**config.mk**
```make
export PLATFORM = sky130hd
export DESIGN_NAME = r_backward_arbiter
export DESIGN_NICKNAME = d
export VERILOG_FILES = /design/src/rtl/axi4bus_pkg.sv /design/src/rtl/r_skid_buffer.sv /design/src/rtl/r_backward_arbiter.sv
export SDC_FILE = /design/constraint.sdc
export NUM_CORES = 1
export LEC_CHECK = 0
export ABC_AREA = 1
export CAP_MARGIN = 20
export CORE_AREA = 2 2 161 163
export DETAILED_ROUTE_END_ITERATION = 8
export DIE_AREA = 0 0 163 165
export PLACE_DENSITY_LB_ADDON = 0.3
export SYNTH_ARGS = -nofsm -noshare
export SYNTH_HDL_FRONTEND = slang
export SYNTH_SLANG_ARGS = --single-unit
```
**constraint.sdc**
```tcl
create_clock -name ACLK -period 4.5 [get_ports ACLK]
set_clock_uncertainty 0.15 [all_clocks]
set_input_delay 0.9 -clock ACLK [delete_from_list [all_inputs] [get_ports ACLK]]
set_output_delay 0.9 -clock ACLK [all_outputs]
set_load 0.03 [all_outputs]
```
**src/rtl/axi4bus_pkg.sv**
```systemverilog
// Shared AXI4 R-channel definitions: packed payload layout, field offsets and arbiter states.
package axi4bus_pkg;

  localparam int R_PAYLOAD_W = 79;

  localparam int RLAST_BIT = 0;
  localparam int RUSER_LSB = 1;
  localparam int RUSER_MSB = 4;
  localparam int RRESP_LSB = 5;
  localparam int RRESP_MSB = 6;
  localparam int RDATA_LSB = 7;
  localparam int RDATA_MSB = 70;
  localparam int RID_LSB   = 71;
  localparam int RID_MSB   = 78;

  typedef enum logic {IDLE, LOCK} rba_state_e;

  // Round-robin successor with wrap from n-1 back to 0 (n need not be a power of two).
  function automatic int rr_next(input int idx, input int n);
    return (idx == n - 1) ? 0 : idx + 1;
  endfunction

endpackage

```
**src/rtl/r_skid_buffer.sv**
```systemverilog
// Two-entry valid/ready buffer; in_ready and out_valid come straight from the occupancy register.
module r_skid_buffer #(
  parameter int DATA_W = 79
) (
  input  logic              clk,
  input  logic              rst,
  input  logic [DATA_W-1:0] in_data,
  input  logic              in_valid,
  output logic              in_ready,
  output logic [DATA_W-1:0] out_data,
  output logic              out_valid,
  input  logic              out_ready
);

  logic [DATA_W-1:0] mem_p0 [2];
  logic              wr_ptr;
  logic              rd_ptr;
  logic [1:0]        cnt;
  logic              push;
  logic              pop;

  assign in_ready  = (cnt != 2'd2);
  assign out_valid = (cnt != 2'd0);
  assign push      = in_valid & in_ready;
  assign pop       = out_valid & out_ready;
  assign out_data  = out_valid ? mem_p0[rd_ptr] : '0;

  always_ff @(posedge clk or posedge rst) begin
    if (rst) begin
      wr_ptr <= 1'b0;
      rd_ptr <= 1'b0;
      cnt    <= 2'd0;
    end else begin
      if (push) wr_ptr <= ~wr_ptr;
      if (pop)  rd_ptr <= ~rd_ptr;
      case ({push, pop})
        2'b10:   cnt <= cnt + 2'd1;
        2'b01:   cnt <= cnt - 2'd1;
        default: cnt <= cnt;
      endcase
    end
  end

  // Storage carries no reset; occupancy alone qualifies it.
  always_ff @(posedge clk) begin
    if (push) mem_p0[wr_ptr] <= in_data;
  end

endmodule

```
**src/rtl/r_backward_arbiter.sv**
```systemverilog
// Burst-locked round-robin merge of N_SRC R streams into one.
// Define RBA_OUTPUT_REG_EN to register M_* through a 2-entry skid buffer (1-cycle latency).
module r_backward_arbiter
  import axi4bus_pkg::*;
#(
  parameter int N_SRC = 4
) (
  input  logic                         ACLK,
  input  logic                         ARESET,
  input  logic [N_SRC*R_PAYLOAD_W-1:0] S_DATA,
  input  logic [N_SRC-1:0]             S_VALID,
  output logic [N_SRC-1:0]             S_READY,
  output logic [R_PAYLOAD_W-1:0]       M_DATA,
  output logic                         M_VALID,
  input  logic                         M_READY,
  output logic [N_SRC-1:0]             GRANT,
  output logic                         BUSY
);

  localparam int PTR_W = (N_SRC > 1) ? $clog2(N_SRC) : 1;

  rba_state_e             state;
  logic [PTR_W-1:0]       ptr;
  logic [PTR_W-1:0]       own;

  logic                   win_found;
  logic [PTR_W-1:0]       win_idx;
  logic                   sel_on;
  logic [PTR_W-1:0]       sel_idx;
  logic [PTR_W-1:0]       nxt_ptr;
  logic [R_PAYLOAD_W-1:0] core_data;
  logic                   core_valid;
  logic                   core_ready;
  logic                   core_hs;
  logic                   core_last;

  // Scan from the far end so the earliest index in search order overwrites the rest.
  always_comb begin
    win_found = 1'b0;
    win_idx   = '0;
    for (int k = N_SRC - 1; k >= 0; k--) begin
      if (S_VALID[(int'(ptr) + k) % N_SRC]) begin
        win_found = 1'b1;
        win_idx   = PTR_W'((int'(ptr) + k) % N_SRC);
      end
    end
  end

  assign sel_on     = (state == LOCK) | win_found;
  assign sel_idx    = (state == LOCK) ? own : win_idx;
  assign core_valid = sel_on & S_VALID[sel_idx];
  assign core_data  = sel_on ? S_DATA[int'(sel_idx)*R_PAYLOAD_W +: R_PAYLOAD_W] : '0;
  assign core_hs    = core_valid & core_ready;
  assign core_last  = core_data[RLAST_BIT];
  assign nxt_ptr    = PTR_W'(rr_next(int'(sel_idx), N_SRC));
  assign BUSY       = (state == LOCK);

  always_comb begin
    GRANT   = '0;
    S_READY = '0;
    if (sel_on) begin
      GRANT[sel_idx]   = 1'b1;
      S_READY[sel_idx] = core_ready;
    end
  end

  // Any winner not retired by an RLAST handshake this cycle is held until it is.
  always_ff @(posedge ACLK or posedge ARESET) begin
    if (ARESET) begin
      state <= IDLE;
      ptr   <= '0;
      own   <= '0;
    end else begin
      case (state)
        IDLE: begin
          if (win_found) begin
            if (core_hs && core_last) begin
              ptr <= nxt_ptr;
            end else begin
              state <= LOCK;
              own   <= win_idx;
            end
          end
        end
        LOCK: begin
          if (core_hs && core_last) begin
            state <= IDLE;
            ptr   <= nxt_ptr;
          end
        end
        default: state <= IDLE;
      endcase
    end
  end

`ifdef RBA_OUTPUT_REG_EN
  r_skid_buffer #(
    .DATA_W(R_PAYLOAD_W)
  ) u_skid (
    .clk      (ACLK),
    .rst      (ARESET),
    .in_data  (core_data),
    .in_valid (core_valid),
    .in_ready (core_ready),
    .out_data (M_DATA),
    .out_valid(M_VALID),
    .out_ready(M_READY)
  );
`else
  assign core_ready = M_READY;
  assign M_DATA     = core_data;
  assign M_VALID    = core_valid;
`endif

endmodule
```
==> flow_summary_export.csv <==
group,metric,value,unit
setup_path,critical_path.n_buffers_inverters,4,
setup_path,r2r_end,"own[0]$_DFFE_PP0P_",
setup_path,cpLargestDelayFamily,"simple AND/OR/NAND/NOR gates",
clock_network,clock_sink_count,5,
sta,slew_headroom,0.759,
synthesis,synth_edf_count,0,
power_and_ir_drop,leakage,3.78,nW
global_route,grt_pass1_wl,30.9,mm
clock_network,insertion_delay,0.23,ns
global_route,gr-total-overflow,0,
setup_path,worst_setup_path_start_kind,"input pin",
sta,worst_slew_pin_slew,0.360,ns
power_and_ir_drop,seqPwrFrac,0.015,
global_route,grt_pass1_vias,5855,
sta,period_needed,4.33,ns
global_route,antenna_found_initial,2,
synthesis,synth_cell_type_count,21,
die,dieWidth,163,um
power_and_ir_drop,p_clk_frac,0.024,
synthesis,synth_area,3330,sq um
power_and_ir_drop,p_int,2.34,mW
cells_and_area,drive_gt1_frac,0.120,
power_and_ir_drop,powerDensity,764,nW/um^2
detailed_routing,detail_route.vias_per_cell,4.22,
clock_network,cts_tree,"done",
synthesis,syn_area_per_cell,4.61,sq um
synthesis,synth_top_area_cell,"nand2_1",
synthesis,synth-seq-cells,5,
placement,io_buffers,411,
placement,dp_cells,1429,
hold_path,hold_end,"own[1]$_DFFE_PP0P_",
clock_network,cts-buffers-inserted,3,
clock_network,cts-root-buf,"clkbuf_16",
sta,hold_slack,0.322,ns
setup_path,r2r_cells,17,
power_and_ir_drop,power.total,5.98,mW
sta,finalSetupViolCount,0,
global_route,grt_max_degree,68,
sta,finalHoldViolCount,0,
sta,min_period_over_period,0.961,
placement,pre_cts_ws,0.167,ns
synthesis,netlist_instances,722,
setup_path,cp.required,3.45,ns
cells_and_area,fin_cells,1435,
setup_path,path_cells,"clkdlybuf4s50_1, inv_1, nand2_1, nand3_1, nand2_1, nand3_1, nand3_1, nand3_4, nand2_8, buf_12, nand2_1, nand3_1, nand2_1, a31oi_1, buf_4",
synthesis,yosys-top-cells-area,"nand2_1, a31oi_1, nand3_1",
detailed_routing,drtIter0Drc,290,
detailed_routing,drt-wirelength-per-cell,14.8,um
sta,tns,0,ns
outcome,status,"completed",
clock_network,clk_pin_slew,0.04,ns
synthesis,synth_common_cells,"nand2_1, nand3_1, a31oi_1",
setup_path,worst_ep_arrival_time,3.28,ns
die,core_area,25000,sq um
hold_path,hp-start,"own[1]$_DFFE_PP0P_",
setup_path,worstSetupPathType,"input pin to primary output",
clock_network,htree_num_levels,1,
synthesis,syn-num-nets,1049,
synthesis,synth_top_area_frac,0.492,
hold_path,hold_path_class,"flop to flop",
cells_and_area,syn2layout_area_growth,135,%
detailed_routing,ant_nets,0,
global_route,grt_usage,0.143,
placement,dp_hpwl,16.9,mm
die,die-area,26900,sq um
detailed_routing,wirelength,21.2,mm
power_and_ir_drop,ir_worst_vdd,0.000501,V
synthesis,synth-async-reset-ratio,1.00,
power_and_ir_drop,switchingPower,3.63,mW
setup_path,ff2ff_setup_slack,1.82,ns
die,start_util,0.133,
cells_and_area,nets,1431,
synthesis,yosysSeqAreaShare,0.0376,
die,io_pins,412,
setup_path,end_kind,"primary output",
sta,worst_slack,0.174,ns
synthesis,yosysMostFrequentCell,"nand2_1",
placement,gp_congestion,0.938,
synthesis,synth_warnings,0,
cells_and_area,fillers,2810,
power_and_ir_drop,p_comb_frac,0.960,
detailed_routing,route.detailed.drc,0,
sta,maxSlewViolCount,0,
synthesis,synth-main-ff-cell,"dfrtp_1",
detailed_routing,drt_first_pass_iters,5,
setup_path,max_stage_delay,0.48,ns
clock_network,clockBufferDepth,2,
setup_path,r2r-start,"ptr[0]$_DFFE_PP0P_",
run,drv_cap,0,
die,die_h,165,um
power_and_ir_drop,swShare,0.608,
setup_path,critPathMaxFanout,67,
setup_path,slowest_stage,"clkdlybuf4s50_1",
sta,timing.fmax,231,MHz
die,rows,58,
detailed_routing,vias,6061,
hold_path,hold_depth,2,
sta,grt_setup_unrepaired,"true",
## state kept, by name, indices dropped and copies added (netlist names)
name	flops
own	2
BUSY	1
ptr	2
## power by group through the flow
stage	registers [mW]	clock network (mW)	logic (mW)
3_5_place_dp	0.0889	0	5.73
3_3_place_gp	0.0887	0	5.75
6_report	0.0906	0.146	5.74
5_1_grt	0.0945	0.153	6.21
2_1_floorplan	0.0808	0	3.57
4_1_cts	0.0883	0.148	5.75
## how the worst max path moves through the flow
stage | startpoint | end | slack [ns] | cells after the start
2_1_floorplan | S_VALID[3] | S_READY[3] | 0.77 | 15
3_3_place_gp | S_VALID[1] | M_DATA[77] | 0.17 | 17
3_5_place_dp | S_VALID[3] | M_DATA[47] | 0.17 | 15
4_1_cts | S_VALID[3] | M_DATA[47] | 0.16 | 15
5_1_grt | S_VALID[0] | M_DATA[60] | -0.03 | 18
6_report | S_VALID[1] | M_DATA[47] | 0.17 | 15
## cells by family (layout without fill, tap and decap cells)
kind of cell,count (synthesis),after routing,synth area share
and+or+nand+nor,542,542,0.655
buffers and inverters,87,468,0.137
AOI/OAI and AO/OA,84,84,0.155
DFF,5,5,0.0376
adders and majority gates,4,4,0.0150
other,0,2,0
## what timing repair did
item                                    4_1_cts  5_1_grt
endpoints found under the setup margin        0       22
resized for setup                             0        9
setup buffers                                 0        0
hold buffers                                  0        0
## layer usage
layer,track usage,vias to the layer above,part of all wire
met4,0.0342,0,0.020
met3,0.0269,24,0.085
met1,0.170,2641,0.40
met2,0.263,281,0.50
met5,0,-,0
li1,-,3115,-
## worst register-to-register path: stages (launching register included)
cell and delay (ns):
dfrtp_1 0.53, inv_1 0.13, nand2_1 0.11, nand3_1 0.12, nand2_1 0.09, nand3_1 0.08, nand3_1 0.15, nand3_4 0.13
nand2_8 0.15, buf_12 0.26, nand2_1 0.10, nand2_1 0.06, nor2_1 0.04, nor2_2 0.15, nand2_2 0.13, nand2_1 0.11
nand2_1 0.05, nand2_1 0.06
## cells in the final DEF, fill, tap and decap left out, types with 3 or more instances in the layout
cell,n
buf_4,96
buf_12,14
buf_6,4
dfrtp_1,5
a21oi_1,3
inv_1,21
ha_1,4
nor2_1,3
clkbuf_16,3
nand3_1,94
nand2_1,435
inv_2,3
clkdlybuf4s50_1,324
a31oi_1,78
## final cells by class
class                           count  area, sq um  share of cell area
Antenna cell                        2         5.00            0.000640
Clock buffer                        4         78.8              0.0101
Inverter                           25         98.8              0.0126
Multi-Input combinational cell    630         2790               0.356
Sequential cell                     5          125              0.0160
Tap cell                          330          413              0.0528
Timing Repair Buffer              439         4320               0.552
## through the flow
step / utilization / cell area [sq um]
after floorplan: - / 3330
after global placement: 0.307 / 7690
after detailed placement: 0.307 / 7690
after CTS: 0.310 / 7770
after global routing: 0.312 / 7820
final: 0.312 / 7820
No activity file was read; power rests on OpenSTA's default activity.
